[config.mk]
export PLATFORM = sky130hd
export DESIGN_NAME = alt_vipvfr121_prc_packet_reader
export DESIGN_NICKNAME = d
export VERILOG_FILES = /design/src/rtl/alt_vipvfr121_prc_pkg.sv /design/src/rtl/alt_vipvfr121_prc_regs.sv /design/src/rtl/alt_vipvfr121_prc_packet_reader.sv
export SDC_FILE = /design/constraint.sdc
export NUM_CORES = 1
export LEC_CHECK = 0
export BUFFER_PORTS_ARGS = -buffer_cell sky130_fd_sc_hd__buf_4
export CAP_MARGIN = 5
export CORE_UTILIZATION = 50
export DETAILED_ROUTE_END_ITERATION = 8
export PLACE_DENSITY = 0.7
export SYNTH_ARGS = -nofsm -noshare
export SYNTH_HDL_FRONTEND = slang
export SYNTH_SLANG_ARGS = --single-unit
export TNS_END_PERCENT = 50
[constraint.sdc]
create_clock -name clock -period 6.8 [get_ports clock]
set_clock_uncertainty 0.2 [all_clocks]
set_input_delay 1.02 -clock clock [delete_from_list [all_inputs] [get_ports clock]]
set_output_delay 1.02 -clock clock [all_outputs]
set_load 0.1 [all_outputs]
[src/rtl/alt_vipvfr121_prc_pkg.sv]
// Shared definitions for the packet reader: register map, control bit positions,
// engine state encoding and the packet configuration payload.
package alt_vipvfr121_prc_pkg;

  localparam int unsigned REG_AW = 3;
  localparam int unsigned TYPE_W = 4;

  localparam logic [REG_AW-1:0] REG_GO        = 3'd0;
  localparam logic [REG_AW-1:0] REG_STATUS    = 3'd1;
  localparam logic [REG_AW-1:0] REG_INTERRUPT = 3'd2;
  localparam logic [REG_AW-1:0] REG_ADDRESS   = 3'd3;
  localparam logic [REG_AW-1:0] REG_TYPE      = 3'd4;
  localparam logic [REG_AW-1:0] REG_SAMPLES   = 3'd5;
  localparam logic [REG_AW-1:0] REG_WORDS     = 3'd6;

  localparam int unsigned GO_BIT      = 0;
  localparam int unsigned IRQ_EN_BIT  = 1;
  localparam int unsigned RUNNING_BIT = 0;
  localparam int unsigned EOP_BIT     = 1;

  typedef enum logic [2:0] {
    ST_IDLE      = 3'd0,
    ST_SEND_TYPE = 3'd1,
    ST_READ_REQ  = 3'd2,
    ST_READ_WAIT = 3'd3,
    ST_SEND_DATA = 3'd4,
    ST_DONE      = 3'd5
  } state_t;

  typedef struct packed {
    logic [31:0]       address;
    logic [TYPE_W-1:0] ptype;
    logic [31:0]       words;
  } pkt_cfg_t;

endpackage

[src/rtl/alt_vipvfr121_prc_regs.sv]
// Avalon-MM register file: control/status bits, packet configuration and readback.
module alt_vipvfr121_prc_regs
  import alt_vipvfr121_prc_pkg::*;
(
  input  logic              clock,
  input  logic              reset_n,
  input  logic [REG_AW-1:0] slave_address,
  input  logic              slave_write,
  input  logic [31:0]       slave_writedata,
  input  logic              slave_read,
  output logic [31:0]       slave_readdata,
  input  logic              start,
  input  logic              done,
  output logic              go,
  output logic              irq_enable,
  output logic              eop_pending,
  output pkt_cfg_t          cfg
);

  logic        running;
  logic [31:0] samples;
  logic [31:0] rd_mux_c;

  // Readback mux; unused bits and address 7 read as zero
  always_comb begin
    rd_mux_c = '0;
    case (slave_address)
      REG_GO: begin
        rd_mux_c[GO_BIT]     = go;
        rd_mux_c[IRQ_EN_BIT] = irq_enable;
      end
      REG_STATUS:    rd_mux_c[RUNNING_BIT] = running;
      REG_INTERRUPT: rd_mux_c[EOP_BIT]     = eop_pending;
      REG_ADDRESS:   rd_mux_c              = cfg.address;
      REG_TYPE:      rd_mux_c[TYPE_W-1:0]  = cfg.ptype;
      REG_SAMPLES:   rd_mux_c              = samples;
      REG_WORDS:     rd_mux_c              = cfg.words;
      default:       rd_mux_c              = '0;
    endcase
  end

  // Engine events are applied last so a DONE set beats a coincident clear write
  always_ff @(posedge clock or negedge reset_n) begin
    if (!reset_n) begin
      slave_readdata <= '0;
      go             <= 1'b0;
      irq_enable     <= 1'b0;
      eop_pending    <= 1'b0;
      running        <= 1'b0;
      samples        <= '0;
      cfg            <= '0;
    end else begin
      if (slave_read) slave_readdata <= rd_mux_c;
      if (start) running <= 1'b1;
      if (slave_write) begin
        case (slave_address)
          REG_GO: begin
            irq_enable <= slave_writedata[IRQ_EN_BIT];
            if (!running) go <= slave_writedata[GO_BIT];
          end
          REG_INTERRUPT: if (slave_writedata[EOP_BIT]) eop_pending <= 1'b0;
          REG_ADDRESS:   cfg.address <= slave_writedata;
          REG_TYPE:      cfg.ptype   <= slave_writedata[TYPE_W-1:0];
          REG_SAMPLES:   samples     <= slave_writedata;
          REG_WORDS:     cfg.words   <= slave_writedata;
          default: ;
        endcase
      end
      if (done) begin
        go          <= 1'b0;
        running     <= 1'b0;
        eop_pending <= 1'b1;
      end
    end
  end

endmodule

[src/rtl/alt_vipvfr121_prc_packet_reader.sv]
// Packet reader: fetches WORDS words from memory via a read master and emits them
// as one Avalon-ST packet headed by a TYPE beat.
module alt_vipvfr121_prc_packet_reader
  import alt_vipvfr121_prc_pkg::*;
#(
  parameter int unsigned ADDR_WIDTH = 32,
  parameter int unsigned DATA_WIDTH = 32
) (
  input  logic                  clock,
  input  logic                  reset_n,
  input  logic [REG_AW-1:0]     slave_address,
  input  logic                  slave_write,
  input  logic [31:0]           slave_writedata,
  input  logic                  slave_read,
  output logic [31:0]           slave_readdata,
  output logic                  slave_irq,
  output logic [ADDR_WIDTH-1:0] rm_address,
  output logic                  rm_read,
  input  logic                  rm_waitrequest,
  input  logic [DATA_WIDTH-1:0] rm_readdata,
  input  logic                  rm_readdatavalid,
  output logic [DATA_WIDTH-1:0] dout_data,
  output logic                  dout_valid,
  input  logic                  dout_ready,
  output logic                  dout_startofpacket,
  output logic                  dout_endofpacket
);

  state_t                state;
  pkt_cfg_t              cfg;
  logic                  go;
  logic                  irq_enable;
  logic                  eop_pending;
  logic [ADDR_WIDTH-1:0] lat_addr;
  logic [31:0]           lat_words;
  logic [31:0]           count;
  logic [31:0]           count_inc_c;
  logic                  last_c;
  logic                  start_c;
  logic                  done_c;

  assign start_c     = (state == ST_IDLE) && go;
  assign done_c      = (state == ST_DONE);
  assign count_inc_c = count + 32'd1;
  assign last_c      = (count == lat_words - 32'd1);
  assign slave_irq   = eop_pending & irq_enable;

  alt_vipvfr121_prc_regs u_regs (
    .clock           (clock),
    .reset_n         (reset_n),
    .slave_address   (slave_address),
    .slave_write     (slave_write),
    .slave_writedata (slave_writedata),
    .slave_read      (slave_read),
    .slave_readdata  (slave_readdata),
    .start           (start_c),
    .done            (done_c),
    .go              (go),
    .irq_enable      (irq_enable),
    .eop_pending     (eop_pending),
    .cfg             (cfg)
  );

  // Engine: outputs are loaded on entry to the state that presents them
  always_ff @(posedge clock or negedge reset_n) begin
    if (!reset_n) begin
      state              <= ST_IDLE;
      lat_addr           <= '0;
      lat_words          <= '0;
      count              <= '0;
      rm_read            <= 1'b0;
      rm_address         <= '0;
      dout_valid         <= 1'b0;
      dout_data          <= '0;
      dout_startofpacket <= 1'b0;
      dout_endofpacket   <= 1'b0;
    end else begin
      case (state)
        ST_IDLE: if (go) begin
          lat_addr           <= ADDR_WIDTH'(cfg.address);
          lat_words          <= cfg.words;
          count              <= '0;
          dout_valid         <= 1'b1;
          dout_startofpacket <= 1'b1;
          dout_endofpacket   <= (cfg.words == 32'd0);
          dout_data          <= DATA_WIDTH'(cfg.ptype);
          state              <= ST_SEND_TYPE;
        end
        ST_SEND_TYPE: if (dout_ready) begin
          dout_valid         <= 1'b0;
          dout_startofpacket <= 1'b0;
          dout_endofpacket   <= 1'b0;
          if (lat_words == 32'd0) begin
            state <= ST_DONE;
          end else begin
            rm_read    <= 1'b1;
            rm_address <= lat_addr;
            state      <= ST_READ_REQ;
          end
        end
        ST_READ_REQ: if (!rm_waitrequest) begin
          rm_read <= 1'b0;
          state   <= ST_READ_WAIT;
        end
        ST_READ_WAIT: if (rm_readdatavalid) begin
          dout_valid       <= 1'b1;
          dout_data        <= rm_readdata;
          dout_endofpacket <= last_c;
          state            <= ST_SEND_DATA;
        end
        ST_SEND_DATA: if (dout_ready) begin
          dout_valid       <= 1'b0;
          dout_endofpacket <= 1'b0;
          count            <= count_inc_c;
          if (last_c) begin
            state <= ST_DONE;
          end else begin
            rm_read    <= 1'b1;
            rm_address <= lat_addr + ADDR_WIDTH'({count_inc_c, 2'b00});
            state      <= ST_READ_REQ;
          end
        end
        ST_DONE: state <= ST_IDLE;
        default: state <= ST_IDLE;
      endcase
    end
  end

endmodule

==> run summary, run 1 <==
status: completed
Leak Pwr: 9.01 nW
compound-gate portion of the synthesized area: 12.7%
worst-path fanout max: 7
mux contribution to synthesized area: 11.3%
post-CTS sizing: 0
maxcap violations: 0
CTS max path bufs: 3
RSZ-0062 raised after global routing: no
worst min-delay path class: reg -> reg
die area: 0.0328 mm^2
maximum clock rate: 209 MHz
vias per cell: 5.88
top_reg_cell synth: dfrtp_1
syn_nets: 1,752
hold_buf cts: 0
Crit. End Element: flip-flop
Setup WS post-layout: 2000 ps
area delta synth->final: 17.3%
core area: 0.0316 mm^2
postcts setup bufs: 0
root buf cell: clkbuf_16
die extent in y: 181 um
TritonRoute pass-1 iters: 5
largest net degree at the start of global routing: 124
total clock sinks: 303
worst hold margin: 279 ps
Mapped Area: 0.0160 mm^2
register area: 0.00758 mm^2
CP arrival: 5000 ps
TNS Setup: 0 ps
Final min period: 4800 ps
DPL Wire Length: 32,100 um
Syn Area/Cell: 9.74 um^2
Yosys reg bits: 303
Setup WS pre-CTS: 2010 ps
Final setup viols: 0
post-synthesis adder-cell area fraction: 2.54%
PD cells: 460 mW/mm^2
top cells by area, synth: dfrtp_1 47%, nand2_1 8.3%, mux2_2 7.8%
H-tree depth: 2
crit-path max cell delay: 670 ps
most used cell, CP: ha_1
gr ovfl total: 0
critical path required time: 7010 ps
Port Buffers: 174
count of cell types in the netlist: 83
largest family of logic cells by synthesized area: simple AND/OR/NAND/NOR gates
Filler Cell Count: 2,664
Post-DRT Antenna Nets: 0
total global-route track usage: 28.0%
Initial Util: 50.8%
number of global-route vias before repair: 12.7k
chip width: 181 um
Crit-path slowest cell: nor3_1
Mapped Cells: 1,646
IO Count: 175
Initial DRC Count: 1,111
nets: 1,882
Reg clk slew, reported paths: 60 ps
n_diodes: 0
global-route wire length before repair: 71,700 um
warnings from Yosys: 0
share of layout cells above drive strength 1: 22.8%
WL final: 45,700 um
initial antenna violation count: 0
WL/cell: 20.7 um
RePlAce Congestion: 0.922
Core Rows: 65
multi-input logic area: 0.00786 mm^2
final slew viol count: 0
Post-Synth Simple-Gate Area: 17.4%
crit path kind: reg -> reg
crit path cell chain: ha_1 -> inv_1 -> nor3_1 -> nand3_1 -> xnor2_1 -> ha_1 -> nand4_1 -> or3_1 -> o2111ai_1 -> nand2_1 -> o221ai_1 -> a31oi_1 -> xor2_1 -> o21ai_0 -> mux2_4
Worst-Margin Slew: 1160 ps
top cell type's share of synthesized area: 47.3%
final hold violations: 0
register area share after synthesis: 47.3%
ys async rst share: 100%
number of flops mapped to enable cells by yosys: 0
cts bufs inserted: 34
Period Utilization, post-route: 70.5%
largest area contributor in the netlist: dfrtp_1
routed vias: 13.0k
clk_lat worst skew: 520 ps
TritonCTS clock tree: done
VDD IR max: 433 uV
headroom to the max-slew limit: 22.3%
post-synthesis xor/xnor area fraction: 4.86%
# DRC: 0
Startpoint Class: flip-flop
-- area by class of cell --
class | instances | area share, %
multi-input cells | 1197 | 41.8
flip-flops and latches | 303 | 40.3
repair buffers | 193 | 7.81
clock buffers | 48 | 5.28
well taps | 402 | 2.68
clock inverters | 12 | 1.16
inverters | 47 | 0.938
-- final timing paths --
check | cells after the start | slack (ps) | endpoint | startpoint
max | 15 | 2000 | rm_address[29]$_DFFE_PN0P_ | count[0]$_DFFE_PN0P_
min | 2 | 280 | lat_addr[0]$_DFFE_PN0P_ | lat_addr[0]$_DFFE_PN0P_
max reg2reg | 15 | 2000 | rm_address[29]$_DFFE_PN0P_ | count[0]$_DFFE_PN0P_
min reg2reg | 2 | 280 | lat_addr[0]$_DFFE_PN0P_ | lat_addr[0]$_DFFE_PN0P_
max in group asynchronous | 2 | 4580 | u_regs.slave_readdata[6]$_DFFE_PN0P_ | reset_n
min in group asynchronous | 1 | 370 | rm_address[27]$_DFFE_PN0P_ | reset_n
-- power by group --
part	internal, mW	switching [mW]	total [mW]
registers	2.31	0.576	2.89
clock network	1.22	0.763	1.98
logic	1.15	2.63	3.78
-- cells in the final DEF, fill, tap and decap left out, types with 13 or more instances in the layout --
cell,instances
nand2_1,354
dfrtp_1,303
buf_4,191
mux2_2,111
nor2_1,75
o21ai_0,75
nand3_1,68
inv_1,47
xnor2_1,46
xor2_1,43
a21oi_1,37
o22ai_1,36
clkbuf_16,34
a22o_1,32
a22oi_1,31
ha_1,31
mux2_4,28
nor4_1,17
nor3_1,17
a21o_1,16
nand4_1,13
-- flip-flops by register name (all words and copies together), names as in the netlist --
register	flops
rm_read	1
dout_startofpacket	1
rm_address	32
lat_words	32
count	32
lat_addr	32
dout_data	32
u_regs.go	1
dout_valid	1
u_regs.slave_readdata	32
u_regs.eop_pending	1
dout_endofpacket	1
u_regs.cfg	68
state	3
u_regs.irq_enable	1
u_regs.running	1
u_regs.samples	32
-- stage by stage --
step	instances	area [um^2]	util, %	power, mW
2_1_floorplan	1646	16000	-	5.69
3_3_place_gp	2142	17600	55.7	6.61
3_5_place_dp	2142	17600	55.7	6.67
4_1_cts	2202	18800	59.6	8.66
5_1_grt	2202	18800	59.6	9.05
6_report	2202	18800	59.6	8.65
-- logic make-up (layout without fill, tap and decap cells) --
family	Yosys count	in the layout
and+or+nand+nor	622	622
DFF	303	303
AOI/OAI and AO/OA	302	302
muxes	152	152
buffers and inverters	146	300
xor gates and xnor gates	89	89
adders and majority gates	32	32
-- Yosys cell counts (all sizes together) (7+ instances only) --
library cell and instances:
and3 12, nand2 355, xnor2 46, or3 10, nor4 19, a22o 32, inv 47, a211oi 8
mux2i 12, dfrtp 303, buf 18, o22ai 36, and2 9, mux2 139, xor2 43, nand3 69
a31oi 7, o31ai 10, or4 8, nand4 14, a21o 16, ha 31, a21oi 37, nor2b 10
nor3 18, a22oi 31, clkbuf 81, o21ai 76, nor2 75, o21a 7
-- layer usage --
| metal | vias up | share of wire (%) | GRT usage [%] |
|---|---|---|---|
| met2 | 457 | 46 | 44.0 |
| met1 | 6367 | 44 | 38.8 |
| met4 | 0 | 3.4 | 10.0 |
| li1 | 6039 | - | - |
| met3 | 89 | 7.3 | 5.00 |
| met5 | - | 0 | 0 |
-- critical path: cells and delay by family (launching register included) --
family	cells	cell delay [ps]
compound gates	4	790
flops	1	460
fa+ha+maj	2	690
mux	1	310
xor+xnor	2	360
buf+inv	1	90
simple gates	5	1790
Note: power is estimated with default switching activity, not from simulation.
==> run 2, diff against run 1 <==
==> constraint.sdc (replaced) <==
create_clock -name clock -period 4.8 [get_ports clock]
set_clock_uncertainty 0.2 [all_clocks]
set_input_delay 0.72 -clock clock [delete_from_list [all_inputs] [get_ports clock]]
set_output_delay 0.72 -clock clock [all_outputs]
set_load 0.1 [all_outputs]
==> run 2 against run 1 <==
  * Worst hold slack got worse by 250 ps
  * Register-to-register slack got worse by 1600 ps
  * Cell area barely moved
  * Critical path depth is 1 higher
  * Critical path type unchanged
  * Largest power group unchanged
  * Highest routed layer is now met5
==> run summary, run 2 (synthesis results as in run 1) <==
status: completed
TNS Setup: 0 ps
final hold violations: 0
Period Utilization, post-route: 91.8%
clk_lat worst skew: 520 ps
# DRC: 0
headroom to the max-slew limit: 20.2%
root buf cell: clkbuf_16
Final setup viols: 0
TritonRoute pass-1 iters: 5
VDD IR max: 688 uV
Core Rows: 65
crit-path max cell delay: 460 ps
area delta synth->final: 17.4%
Reg clk slew, reported paths: 60 ps
CP delay by family, top: simple AND/OR/NAND/NOR gates
total clock sinks: 303
H-tree depth: 2
area post-placement: 0.0177 mm^2
chip width: 181 um
max FFs per register: 68
share of layout cells above drive strength 1: 22.9%
maxcap violations: 0
Most flops, register: u_regs.cfg
nets: 1,891
DPL Wire Length: 32,600 um
critical path required time: 5000 ps
WL/cell: 20.7 um
Startpoint Class: flip-flop
maximum clock rate: 227 MHz
CP arrival: 4600 ps
commonest non-fill, non-tap cell in the layout: nand2_1
Port Buffers: 174
RePlAce Congestion: 0.945
Worst-Margin Slew: 1190 ps
Levels on crit path: 16
final slew viol count: 0
routed vias: 13.1k
gr ovfl total: 0
core area: 0.0316 mm^2
die extent in y: 181 um
global-route wire length before repair: 72,200 um
RSZ-0062 raised after global routing: no
worst min-delay path class: in -> async
largest net degree at the start of global routing: 122
R2R depth: 16
TritonCTS clock tree: done
Filler Cell Count: 2,687
initial antenna violation count: 1
Initial DRC Count: 1,017
Final min period: 4410 ps
vias per cell: 5.91
n_diodes: 0
WL final: 45,700 um
number of global-route vias before repair: 12.8k
worst hold margin: 30.9 ps
worst-path fanout max: 7
hold_buf cts: 0
most frequent cells in the layout: 354 x nand2_1, 303 x dfrtp_1, 198 x buf_4, 111 x mux2_2, 75 x o21ai_0
die area: 0.0328 mm^2
IO Count: 175
crit path kind: reg -> reg
Crit. End Element: flip-flop
cts bufs inserted: 35
Crit-path slowest cell: dfrtp_1
PD cells: 646 mW/mm^2
Leak Pwr: 9.02 nW
total global-route track usage: 28.1%
postcts setup bufs: 0
Initial Util: 50.8%
CP bufs+invs: 2
fin area: 0.0188 mm^2
CTS max path bufs: 3
crit path cell chain: ha_1 -> inv_1 -> nor3_1 -> buf_4 -> nand3_1 -> xnor2_1 -> ha_1 -> nand4_1 -> or3_1 -> o2111ai_1 -> a41o_1 -> a21oi_1 -> o21ai_0 -> mux2i_1 -> xnor2_1 -> mux2_2
Post-DRT Antenna Nets: 0
[run 2: changes by cell type in the layout (fill, tap and decap cells not counted), moves of 2 or more]
cell,change
clkinv_2,-2
clkbuf_1,+4
clkbuf_8,-4
buf_4,+7
[run 2: final cells by class]
| class | count | area (um^2) | area share, % |
|---|---|---|---|
| Clock buffer | 49 | 978 | 5.20 |
| Clock inverter | 9 | 173 | 0.918 |
| Inverter | 47 | 176 | 0.938 |
| Multi-Input combinational cell | 1197 | 7860 | 41.8 |
| Sequential cell | 303 | 7580 | 40.3 |
| Tap cell | 402 | 503 | 2.67 |
| Timing Repair Buffer | 201 | 1540 | 8.19 |
[run 2: power by group]
group,switching (mW),total [mW],internal [mW]
sequential,0.820,4.10,3.28
clock,1.04,2.68,1.64
combinational,3.74,5.38,1.64
[run 2: through the flow]
step                      setup slack, ps  total power, mW  instances  util [%]
after detailed placement              444             9.47       2150      56.0
after CTS                             431             12.2       2208      59.6
after floorplan                       501             8.06       1646         -
final                                 392             12.2       2208      59.6
after global placement                520             9.39       2150      56.0
after global routing                 10.5             12.7       2208      59.6
[run 2: layer usage]
| layer | wire length (um) | GRT usage [%] |
|---|---|---|
| met1 | 20200 | 38.8 |
| met2 | 21200 | 44.7 |
| met3 | 2920 | 5.08 |
| met4 | 1440 | 9.32 |
| met5 | 13 | 0 |
[run 2: worst paths after layout]
kind                       slack (ps)                                     to                     from
max                               390             rm_address[31]$_DFFE_PN0P_     count[0]$_DFFE_PN0P_
min                                30             rm_address[26]$_DFFE_PN0P_                  reset_n
max reg2reg                       390             rm_address[31]$_DFFE_PN0P_     count[0]$_DFFE_PN0P_
min reg2reg                       280                lat_addr[1]$_DFFE_PN0P_  lat_addr[1]$_DFFE_PN0P_
max in group asynchronous        3280  u_regs.slave_readdata[18]$_DFFE_PN0P_                  reset_n
min in group clock                190               dout_data[9]$_DFFE_PN0P_           rm_readdata[9]
[run 2: what timing repair did]
action / CTS / global route
endpoints found under the setup margin: 0 / 1
gates resized for setup: 0 / 1
hold endpoints to repair: 0 / 0
